### src/rtl/pwm_gen_multi.sv
// Multi-channel PWM generator with a shared period counter.
//
// One counter (edge- or center-aligned) drives K_CH channels. Each channel compares the counter
// against its own threshold. The resulting reference r[c] drives a complementary high/low output
// pair, and dead time is inserted on every reference edge. Max, thresholds, dead time and mode
// are shadowed and are only taken at a period start.
//
// Ports:
//   i_clk          master clock
//   i_rst          asynchronous active-high reset
//   i_enable       global enable; low clears the counter, the references and the outputs
//   i_center       0 = edge aligned, 1 = center aligned (up/down)
//   i_max          counter top value
//   i_threshold    packed per-channel thresholds, channel c at [c*K_RES +: K_RES]
//   i_deadtime     dead time in clock cycles, common to all channels
//   o_pwm_h        high-side outputs
//   o_pwm_l        low-side (complementary) outputs
//   o_period_start one-cycle pulse after each period-start cycle
//   o_cnt          current counter value
`timescale 1ns/1ps

module pwm_gen_multi #(
  parameter int unsigned K_RES    = 16,
  parameter int unsigned K_CH     = 3,
  parameter int unsigned K_DT_RES = 8
) (
  input  logic                  i_clk,
  input  logic                  i_rst,
  input  logic                  i_enable,
  input  logic                  i_center,
  input  logic [K_RES-1:0]      i_max,
  input  logic [K_CH*K_RES-1:0] i_threshold,
  input  logic [K_DT_RES-1:0]   i_deadtime,
  output logic [K_CH-1:0]       o_pwm_h,
  output logic [K_CH-1:0]       o_pwm_l,
  output logic                  o_period_start,
  output logic [K_RES-1:0]      o_cnt
);

  // Counter direction
  localparam logic DirUp   = 1'b0;
  localparam logic DirDown = 1'b1;

  logic [K_RES-1:0]                cnt_q, cnt_d;
  logic                            dir_q, dir_d;
  logic [K_RES-1:0]                max_sh_q;
  logic [K_CH*K_RES-1:0]           thr_sh_q;
  logic [K_DT_RES-1:0]             dt_sh_q;
  logic                            center_sh_q;
  logic [K_CH-1:0]                 r_q, r_d;
  // r_q holds a reference computed in an enabled cycle; cleared while disabled
  logic                            valid_q, valid_d;
  logic [K_CH-1:0][K_DT_RES-1:0]   dtc_q, dtc_d;
  logic [K_CH-1:0]                 pwm_h_q, pwm_h_d;
  logic [K_CH-1:0]                 pwm_l_q, pwm_l_d;
  logic                            start_q, start_d;

  logic                            period_start;
  logic [K_RES-1:0]                max_eff;
  logic [K_CH*K_RES-1:0]           thr_eff;
  logic [K_DT_RES-1:0]             dt_eff;
  logic                            center_eff;

  // In the period-start cycle the shadows are being loaded, so that cycle already works with the
  // incoming values; otherwise the held shadow values apply.
  always_comb begin
    period_start = i_enable && (cnt_q == '0) && (dir_q == DirUp);
    max_eff      = period_start ? i_max       : max_sh_q;
    thr_eff      = period_start ? i_threshold : thr_sh_q;
    dt_eff       = period_start ? i_deadtime  : dt_sh_q;
    center_eff   = period_start ? i_center    : center_sh_q;
  end

  always_comb begin
    cnt_d   = '0;
    dir_d   = DirUp;
    r_d     = '0;
    valid_d = 1'b0;
    dtc_d   = '0;
    pwm_h_d = '0;
    pwm_l_d = '0;
    start_d = 1'b0;

    if (i_enable) begin
      start_d = period_start;
      valid_d = 1'b1;

      if (!center_eff) begin
        cnt_d = (cnt_q >= max_eff) ? '0 : cnt_q + 1'b1;
      end else if ((dir_q == DirUp) && (cnt_q < max_eff)) begin
        cnt_d = cnt_q + 1'b1;
      end else if (cnt_q == '0) begin
        // max of zero: counter parks at 0, every cycle starts a period
        cnt_d = '0;
      end else begin
        // Turn at the top or keep descending; direction is back to up whenever 0 is reached
        cnt_d = cnt_q - 1'b1;
        dir_d = (cnt_d != '0) ? DirDown : DirUp;
      end

      for (int c = 0; c < K_CH; c++) begin
        r_d[c] = cnt_q < thr_eff[c*K_RES +: K_RES];
        // Coming out of disable counts as an edge on every channel
        if (!valid_q || (r_d[c] != r_q[c])) begin
          dtc_d[c] = dt_eff;
        end else if (dtc_q[c] != '0) begin
          dtc_d[c] = dtc_q[c] - 1'b1;
        end else begin
          dtc_d[c] = '0;
        end
        // Both sides stay off while the dead-time counter runs
        pwm_h_d[c] = valid_q && (dtc_q[c] == '0) && r_q[c];
        pwm_l_d[c] = valid_q && (dtc_q[c] == '0) && !r_q[c];
      end
    end
  end

  always_ff @(posedge i_clk or posedge i_rst) begin
    if (i_rst) begin
      cnt_q       <= '0;
      dir_q       <= DirUp;
      max_sh_q    <= '0;
      thr_sh_q    <= '0;
      dt_sh_q     <= '0;
      center_sh_q <= 1'b0;
      r_q         <= '0;
      valid_q     <= 1'b0;
      dtc_q       <= '0;
      pwm_h_q     <= '0;
      pwm_l_q     <= '0;
      start_q     <= 1'b0;
    end else begin
      cnt_q   <= cnt_d;
      dir_q   <= dir_d;
      r_q     <= r_d;
      valid_q <= valid_d;
      dtc_q   <= dtc_d;
      pwm_h_q <= pwm_h_d;
      pwm_l_q <= pwm_l_d;
      start_q <= start_d;
      if (period_start) begin
        max_sh_q    <= i_max;
        thr_sh_q    <= i_threshold;
        dt_sh_q     <= i_deadtime;
        center_sh_q <= i_center;
      end
    end
  end

  assign o_pwm_h        = pwm_h_q;
  assign o_pwm_l        = pwm_l_q;
  assign o_period_start = start_q;
  assign o_cnt          = cnt_q;

endmodule
### config.mk
export PLATFORM = sky130hd
export DESIGN_NAME = pwm_gen_multi
export DESIGN_NICKNAME = d
export VERILOG_FILES = /design/src/rtl/pwm_gen_multi.sv
export SDC_FILE = /design/constraint.sdc
export NUM_CORES = 1
export LEC_CHECK = 0
export ABC_AREA = 1
export CORE_UTILIZATION = 40
export DETAILED_ROUTE_END_ITERATION = 16
export SYNTH_ARGS = -nofsm -noshare
export SYNTH_HDL_FRONTEND = slang
export SYNTH_SLANG_ARGS = --single-unit
### constraint.sdc
create_clock -name i_clk -period 10.9 [get_ports i_clk]
set_clock_uncertainty 0.1 [all_clocks]
set_input_delay 2.725 -clock i_clk [delete_from_list [all_inputs] [get_ports i_clk]]
set_output_delay 2.725 -clock i_clk [all_outputs]
set_load 0.05 [all_outputs]
==> results of run 1 <==
## worst register-to-register path, cell delays in order (launching register included)
cell	delay, ns
dfrtp_1	0.47
inv_1	0.25
ha_1	0.29
nand2_4	0.11
nor2_8	0.15
nand3_4	0.33
inv_2	0.74
or2_2	0.25
o21ai_0	0.11
ha_1	0.33
a21oi_1	0.16
o21a_1	0.11
o21ai_0	0.06
nor3_1	0.33
nand3b_1	0.13
nand2_1	0.47
inv_1	0.32
a21oi_1	0.23
a211oi_1	0.07
## final cells by class
cell class / instances / area [um^2] / share of cell area
multi-input combinational: 741 / 4210 / 0.430
sequential: 125 / 3130 / 0.319
timing repair buffer: 106 / 1040 / 0.106
inverter: 145 / 547 / 0.0558
clock buffer: 24 / 472 / 0.0482
tap: 265 / 332 / 0.0339
clock inverter: 7 / 65.1 / 0.00664
## logic make-up (layout without fill, tap and decap cells)
group           count (synthesis)  after routing  share of synthesized area
xor+xnor                       27             27                     0.0296
simple gates                  564            564                      0.327
compound gates                 79             79                     0.0590
fa+ha+maj                      70             70                      0.109
buf+inv                       169            282                     0.0829
mux                             1              1                    0.00141
flops                         125            125                      0.391
## flip-flops by register name, indices dropped and copies added (netlist names)
signal          count
valid_q             1
thr_sh_q           48
center_sh_q         1
o_cnt              16
o_pwm_l             3
max_sh_q           16
o_pwm_h             3
o_period_start      1
dir_q               1
dt_sh_q             8
r_q                 3
dtc_q              24
## cell usage after synthesis (all sizes together), types with 4 or more instances
| cell | number |
|---|---|
| o21ai | 23 |
| xnor2 | 6 |
| nor3 | 14 |
| dfrtp | 125 |
| clkbuf | 14 |
| xor2 | 21 |
| inv | 144 |
| nor2 | 101 |
| nand3 | 42 |
| ha | 70 |
| buf | 10 |
| nand2 | 341 |
| or2 | 15 |
| a21oi | 37 |
| a211oi | 7 |
| nand4 | 42 |
| nor4 | 4 |
## placed cells by master (no fill, tap or decap), drive strengths merged, types with 3 or more instances in the layout
master	n
o21ai	23
ha	70
nor2	101
xor2	21
xnor2	6
buf	8
a21oi	37
clkinv	5
and2	3
o21a	3
nand4	42
a211oi	7
nor4	4
clkdlybuf4s50	98
inv	144
nor3	14
clkbuf	24
nand3	42
dfrtp	125
nand2	341
or2	15
## metal layers
layer	vias to the layer above	global-route usage
li1	3498	-
met4	0	0.0560
met5	-	0
met3	17	0.0443
met2	160	0.352
met1	3300	0.301
## metrics by stage
step	std cells	total power, mW
after floorplan	1035	0.909
after detailed placement	1382	1.03
after CTS	1413	1.57
final	1413	1.56
after global routing	1413	1.67
after global placement	1382	1.03
## power breakdown
group	switching [mW]	leakage (nW)	internal (mW)	total [mW]
Sequential	0.0337	1.58	0.546	0.580
Clock	0.207	0.260	0.322	0.529
Combinational	0.276	3.30	0.172	0.449
Total	0.517	5.13	1.04	1.56
## worst min-delay path by stage
stage                 start           end  slack [ns]  depth (start not counted)
2_1_floorplan        r_q[2]    o_pwm_l[2]        0.34                          1
4_1_cts         max_sh_q[3]   max_sh_q[3]        0.38                          2
3_3_place_gp   thr_sh_q[15]  thr_sh_q[15]        0.36                          2
5_1_grt        thr_sh_q[11]  thr_sh_q[11]        0.39                          2
3_5_place_dp    max_sh_q[6]   max_sh_q[6]        0.36                          2
6_report       thr_sh_q[26]  thr_sh_q[26]        0.37                          2
==> impl_results.md, run 1 <==
- Drt pass-1 iters: 5
- RSZ-0062 raised after global routing: no
- Period minus WS final: ~7.4 ns
- Crit-path max FO: 45
- IO buf count: between 90 and 100
- Peak supply drop: roughly 0.00012 V
- Largest cells by area after synthesis: dfrtp_1, nand2_1, ha_1
- Max incr delay on CP: a little over 0.7 ns
- Total vias in the final route: ~7,000
- Synth top area share: 0.391
- Synth Instances: 1,035
- Initial Utilization: 0.410
- First-pass GRT wire length: 34.3 mm
- Routed vias/inst: between 4 and 5
- H-tree depth: 4
- Synthesized area: roughly 8000 um^2
- Hold Vio Cnt, Final: 0
- Hold WS: between 0.3 and 0.4 ns
- Worst-Margin Slew: around 1.1 ns
- Number of synthesized flops with an enable pin: 0
- Vias in the first global route: ~6,700
- WP data required: between 10 and 15 ns
- Period utilization: 0.681
- Chip width: roughly 140 um
- Nets: 1,282
- Largest net degree at the start of global routing: 80
- Distinct cells, synth: 42
- Finish-stage setup viols: 0
- LEAKAGE: roughly 5.1 nW
- Hold Crit Class: reg2reg
- Pre-CTS setup slack: roughly 3.1 ns
- Startpoint types: input pin
- Final wirelength: around 21 mm
- Chip Height: about 140 um
- Row count: between 50 and 60
- Number of DRC markers in iteration 0: between 400 and 500
- Slew margin rel.: 0.290
- Die ar.: between 20,000 and 25,000 um^2
- Final WS setup: around 3.5 ns
- CTS clock-pin slew for the worst setup and hold paths: roughly 0.060 ns
- RePlAce Congestion: 0.935
- # hold bufs at CTS: 0
- Layout cells sized above 1: 0.0836
- Layout Cell Area excl Fill: ~9800 um^2
- Setup repair bufs after CTS: 0
- Clk sink count: between 100 and 150
- R2r setup slk: between 5 and 6 ns
- ANT cells: 0
- Outcome: finished, final reports clean
- Post-CTS sizing: 0
- Post-route ant nets: 0
- Post-DP HPWL: between 10 and 15 mm
- Final TNS setup: 0 ns
- Finished Core Util: 0.502
- Fillers: 1,951
- Slowest cell on the critical path: inv_2
- FF-to-FF Start: o_cnt[0]
- Cts bufs inserted: 17
- FF-to-FF End: o_cnt[10]
- Cell taking the most area after synthesis: dfrtp_1
- Mean Syn Cell Area: 7.73 um^2
- Root Buffer: clkbuf_16
- Routed len/inst: 15.0 um
- Metal2 WL: just under 10 mm
- Crit-path leading delay family: buffers and inverters
- R2R depth: 18
- Power Density: 159 nW/um^2
- Syn_nets: roughly 1,200
- CTS tree: built
- Crit Path Class: in2reg
- CP startpoint: i_enable
- Initial antenna violation count: 0
- CP Buf/Inv Count: 5
- Gr usage total: 0.220
- CP Capture Point: o_cnt[10]
- Worst EP arrival: ~7.6 ns
- Uppermost routed layer: met4
- Main flop type after synthesis: dfrtp_1
- CP endpoint kind: flip-flop
- Levels on crit path: 18
- Clk Latency, worst-skew pair: around 0.42 ns
- Yosys warns: 0
- Sequential share of the synthesized area: 0.391
- Yosys reg bits: roughly 130
- Metal3 WL: roughly 810 um
- Gr ovfl total: 0
- I/O pin count: 99
- Fmax: around 130 MHz
- Dpl cell area: between 9000 and 10,000 um^2
- Max-cap violations: 0
- Max clock buf depth: 2
- Core ar.: 19,500 um^2
- Crit-path cells: clkdlybuf4s50_1 -> buf_4 -> inv_1 -> nor2_2 -> nand3_4 -> inv_2 -> or2_2 -> o21ai_0 -> ha_1 -> a21oi_1 -> o21a_1 -> o21ai_0 -> nor3_1 -> nand3b_1 -> nand2_1 -> inv_1 -> a21oi_1 -> a211oi_1
- Fin. max-slew vios: 0
- Layout area overhead: 22.4%
- Fraction of registers with async set/reset: 1.00
- Drt drc: 0
- Wl on met1: 10.4 mm
No activity file was read; power rests on OpenSTA's default activity.
==> run 2: changes to the inputs <==
==> constraint.sdc (replaced) <==
create_clock -name i_clk -period 7 [get_ports i_clk]
set_clock_uncertainty 0.1 [all_clocks]
set_input_delay 1.75 -clock i_clk [delete_from_list [all_inputs] [get_ports i_clk]]
set_output_delay 1.75 -clock i_clk [all_outputs]
set_load 0.05 [all_outputs]
==> impl_results.md, run 2 (same netlist as run 1, synthesis figures left out) <==
- Outcome: finished, final reports clean
- Routed len/inst: around 15 um
- Max reg flops: 48
- Power Density: about 260 nW/um^2
- Max clock buf depth: 2
- CP Buf/Inv Count: 7
- Initial Utilization: 0.410
- Initial antenna violation count: 0
- LEAKAGE: roughly 5.2 nW
- Combinational share of power: 0.272
- Hold Crit Class: reg2reg
- Chip Height: 143 um
- Layout cells sized above 1: 0.0880
- RSZ-0062 raised after global routing: no
- Total vias in the final route: slightly below 7,000
- Period utilization: 0.831
- Post-DP HPWL: 15.0 mm
- Fin. max-slew vios: 0
- Startpoint types: input pin
- Final wirelength: about 21 mm
- Multi-input logic area: 4210 um^2
- Row count: slightly above 50
- Largest net degree at the start of global routing: about 70
- Gr ovfl total: 0
- Routed vias/inst: between 4 and 5
- Drt drc: 0
- Worst EP arrival: about 6.0 ns
- Crit-path leading delay family: buffers and inverters
- Peak supply drop: just under 0.0002 V
- Largest regs: thr_sh_q x48, dtc_q x24
- ANT cells: 0
- Drt pass-1 iters: 5
- Final TNS setup: 0 ns
- Most common cell after layout, fill and taps aside: nand2_1
- Root Buffer: clkbuf_16
- Max incr delay on CP: roughly 0.51 ns
- Slew margin rel.: 0.258
- Vias in the first global route: about 6,900
- # hold bufs at CTS: 0
- Slowest cell on the critical path: clkdlybuf4s50_1
- Max-cap violations: 0
- WP data required: ~7.2 ns
- Core ar.: between 15,000 and 20,000 um^2
- Setup repair bufs after CTS: 0
- Period minus WS final: 5.81 ns
- I/O pin count: ~100
- Internal power: about 1.7 mW
- Dpl cell area: 9250 um^2
- Crit-path max FO: 25
- Die ar.: slightly above 20,000 um^2
- Clk Latency, worst-skew pair: between 0.4 and 0.5 ns
- Seq. cell area: approximately 3100 um^2
- Crit Path Class: in2reg
- Cts bufs inserted: 17
- IO buf count: between 90 and 100
- Fillers: about 1,900
- Gr usage total: 0.221
- Finish-stage setup viols: 0
- Chip width: around 140 um
- Number of DRC markers in iteration 0: about 360
- CP endpoint kind: flip-flop
- Worst-Margin Slew: 1.11 ns
- CTS tree: built
- Layout Cell Area excl Fill: 9880 um^2
- P_sw: about 0.81 mW
- Post-route ant nets: 0
- Clk sink count: 125
- Crit-path cells: clkdlybuf4s50_1 -> inv_1 -> nor2_2 -> nand3_4 -> inv_2 -> buf_4 -> nand2_1 -> nand2_1 -> inv_1 -> ha_1 -> inv_1 -> nor2_1 -> nor2_1 -> o21a_1 -> o221ai_1 -> nand2_1 -> nand3b_1 -> nand2_1 -> inv_1 -> a21oi_1 -> a211oi_1
- Post-CTS sizing: 0
- Largest Register: thr_sh_q
- CTS clock-pin slew for the worst setup and hold paths: ~0.06 ns
- Sw Share: 0.320
- RePlAce Congestion: ~0.87
- Clock power frac: 0.372
- H-tree depth: 4
- Layout area overhead: 23.5%
- First-pass GRT wire length: between 30 and 40 mm
- Seq pwr share: 0.356
- Most frequent cells in the layout: nand2_1, inv_1, dfrtp_1, clkdlybuf4s50_1, nor2_1
- Hold Vio Cnt, Final: 0
- Fmax: around 170 MHz
- Nets: between 1,000 and 1,500
==> run 2: cell count changes in the layout (fill, tap and decap cells not counted), sizes merged <==
cell      delta
clkinv       -1
clkinvlp     +4
inv          +1
buf          -1
bufinv       +3
clkbuf       -6
==> run 2: stage by stage <==
step                hold slack, ns  power (mW)  utilization  worst slack, ns  instances
floorplan                    0.342        1.42            -             1.82       1035
global placement             0.359        1.59        0.474            0.927       1381
detailed placement           0.362        1.60        0.474            0.842       1381
CTS                          0.377        2.56        0.506             1.23       1413
global route                 0.393        2.71        0.506            0.780       1413
finish                       0.373        2.53        0.506             1.19       1413
==> run 2: final timing paths <==
path	startpoint	to	slack, ns	cells past startpoint
max reg2reg	o_cnt[0]	o_cnt[10]	2.11	22
min in group asynchronous	i_rst	o_period_start	1.77	2
min	max_sh_q[15]	max_sh_q[15]	0.37	2
min reg2reg	max_sh_q[15]	max_sh_q[15]	0.37	2
max in group asynchronous	i_rst	o_cnt[7]	3.78	3
max	i_enable	o_cnt[10]	1.19	21
==> run 2: power groups by stage <==
stage                     sequential, mW  combinational [mW]  clock [mW]
after floorplan                    0.911               0.505           0
after global placement             0.912               0.680           0
after detailed placement           0.914               0.688           0
after CTS                          0.903               0.696       0.961
after global routing               0.917               0.803       0.990
final                              0.903               0.689       0.941
==> run 2: routing by layer <==
metal  track usage  up-vias  part of all wire  wire length [um]
met5             0        -                 0                 0
met3        0.0390       18             0.045               930
li1              -     3503                 -                 -
met2         0.374      163              0.48              9980
met4        0.0560        0            0.0092               193
met1         0.291     3196              0.47              9800
==> run 2: final cells by class <==
type,count,share of cell area
Clock inverter,14,0.0195
Tap cell,265,0.0336
Timing Repair Buffer,105,0.105
Multi-Input combinational cell,741,0.426
Sequential cell,125,0.317
Inverter,145,0.0553
Clock buffer,18,0.0444
==> run 2: tightest hold or removal path, delay by kind of cell (launching register included) <==
family,cells,cell delay [ns]
DFF,1,0.32
and+or+nand+nor,2,0.12
==> run 3: changes to the inputs <==
==> constraint.sdc (replaced) <==
create_clock -name i_clk -period 4.92 [get_ports i_clk]
set_clock_uncertainty 0.1 [all_clocks]
set_input_delay 1.23 -clock i_clk [delete_from_list [all_inputs] [get_ports i_clk]]
set_output_delay 1.23 -clock i_clk [all_outputs]
set_load 0.05 [all_outputs]
==> impl_results.md, run 3 (same netlist as run 1, synthesis figures left out) <==
- Hold WS: 0.371 ns
- Die ar.: slightly above 20,000 um^2
- Outcome: finished, final reports clean
- RSZ-0062 raised after global routing: no
- R2R depth: 20
- Hold Vio Cnt, Final: 0
- Chip Height: 143 um
- Cts bufs inserted: 17
- Drt drc: 0
- Fillers: between 1,500 and 2,000
- Finish-stage setup viols: 0
- Routed len/inst: 14.4 um
- CP startpoint: i_enable
- Max clock buf depth: 2
- Post-CTS sizing: 0
- Row count: 51
- Worst-Margin Slew: 1.07 ns
- # hold bufs at CTS: 0
- FF-to-FF End: dtc_q[7]
- Initial Utilization: 0.410
- Layout area overhead: 25.1%
- ANT cells: 0
- Most common cell after layout, fill and taps aside: nand2_1
- Routed vias/inst: about 4.8
- Non-filler cells, final: about 1,400
- Gr ovfl total: 0
- Slew margin rel.: 0.288
- Startpoint types: input pin
- CP Capture Point: dtc_q[7]
- Total vias in the final route: 6,881
- Root Buffer: clkbuf_16
- Max reg flops: 48
- Core ar.: a little under 20,000 um^2
- Clk Latency, worst-skew pair: 0.42 ns
- RePlAce Congestion: just under 0.9
- Final TNS setup: 0 ns
- Worst EP arrival: between 4 and 5 ns
- CP endpoint kind: flip-flop
- Nets: 1,302
- R2r setup slk: ~0.83 ns
- Period utilization: 0.895
- Drt pass-1 iters: 5
- Crit Path Class: in2reg
- Final wirelength: between 20 and 25 mm
- Post-DP HPWL: around 15 mm
- Layout cells sized above 1: 0.102
- First-pass GRT wire length: approximately 35 mm
- Hold path startpoint: thr_sh_q[14]
- Largest Register: thr_sh_q
- Period minus WS final: around 4.4 ns
- WP data required: 5.17 ns
- Crit-path max FO: 30
- FF-to-FF Start: o_cnt[0]
- LEAKAGE: ~5.3 nW
- Initial antenna violation count: 0
- Fmax: approximately 230 MHz
- Largest net degree at the start of global routing: between 70 and 80
- Placed cells: between 1,000 and 1,500
- CTS clock-pin slew for the worst setup and hold paths: 0.06 ns
- I/O pin count: a little under 100
- Finished Core Util: 0.513
- H-tree depth: 4
- Gr usage total: 0.221
- Vias in the first global route: ~7,000
- Power Density: ~350 nW/um^2
- Number of DRC markers in iteration 0: between 400 and 500
- IO buf count: between 90 and 100
- Largest regs: thr_sh_q x48, dtc_q x24
- Most frequent cells in the layout: nand2_1, inv_1, dfrtp_1, clkdlybuf4s50_1, nor2_1
- Peak supply drop: about 0.00028 V
- Clk sink count: approximately 130
- Hold Crit Class: reg2reg
- Max-cap violations: 0
- Post-route ant nets: 0
- Fin. max-slew vios: 0
- Setup repair bufs after CTS: 0
- Chip width: approximately 140 um
- CTS tree: built
## run 3: cell types whose count changed in the layout (fill, tap and decap cells not counted), sizes merged
cell	delta
clkbuf	+2
clkinv	+3
clkinvlp	-3
buf	+21
bufinv	-2
inv	-1
## run 3: final cells by class
cell class	instances	area, um^2	share of cell area
well taps	265	332	0.0331
repair buffers	126	1230	0.123
clock inverters	11	120	0.0120
inverters	145	547	0.0546
multi-input cells	741	4210	0.421
clock buffers	20	447	0.0446
flip-flops and latches	125	3130	0.312
## run 3: layer usage
layer	up-vias	global-route usage	wire length (um)
met3	31	0.0370	764
met5	-	0	0
met2	139	0.365	9730
met4	0	0.0795	433
li1	3535	-	-
met1	3176	0.290	9680
## run 3: metrics by stage
stage | setup slack (ns) | instance area, um^2 | power, mW
after floorplan | 0.262 | 8000 | 2.01
after global placement | 0.168 | 9450 | 2.28
after detailed placement | 0.0483 | 9450 | 2.30
after CTS | 0.482 | 10000 | 3.53
after global routing | 0.117 | 10000 | 3.73
final | 0.519 | 10000 | 3.49
## run 3: worst min path at each step
stage	to	slack (ns)	cells past startpoint
finish	thr_sh_q[14]	0.37	2
CTS	thr_sh_q[19]	0.38	2
global placement	thr_sh_q[19]	0.36	2
floorplan	o_pwm_l[2]	0.34	1
detailed placement	max_sh_q[4]	0.36	2
global route	thr_sh_q[47]	0.38	2
## run 3: worst max-delay path: stages
cell	delay, ns
clkdlybuf4s50_1	0.54
inv_1	0.09
nor2_2	0.16
nand3_4	0.11
inv_2	0.31
buf_4	0.39
or2_2	0.17
o21ai_0	0.11
ha_1	0.32
a21oi_1	0.13
nor2_1	0.05
a211oi_1	0.19
o221a_2	0.30
nand2_4	0.09
nand2_8	0.09
nand3_4	0.11
nand2_1	0.12
inv_1	0.05
nor2_1	0.09
## run 3: power breakdown
part | leakage [nW] | switching, mW | total [mW] | internal (mW)
Sequential | 1.58 | 0.0736 | 1.28 | 1.21
Combinational | 3.41 | 0.602 | 0.995 | 0.393
Clock | 0.272 | 0.462 | 1.21 | 0.752
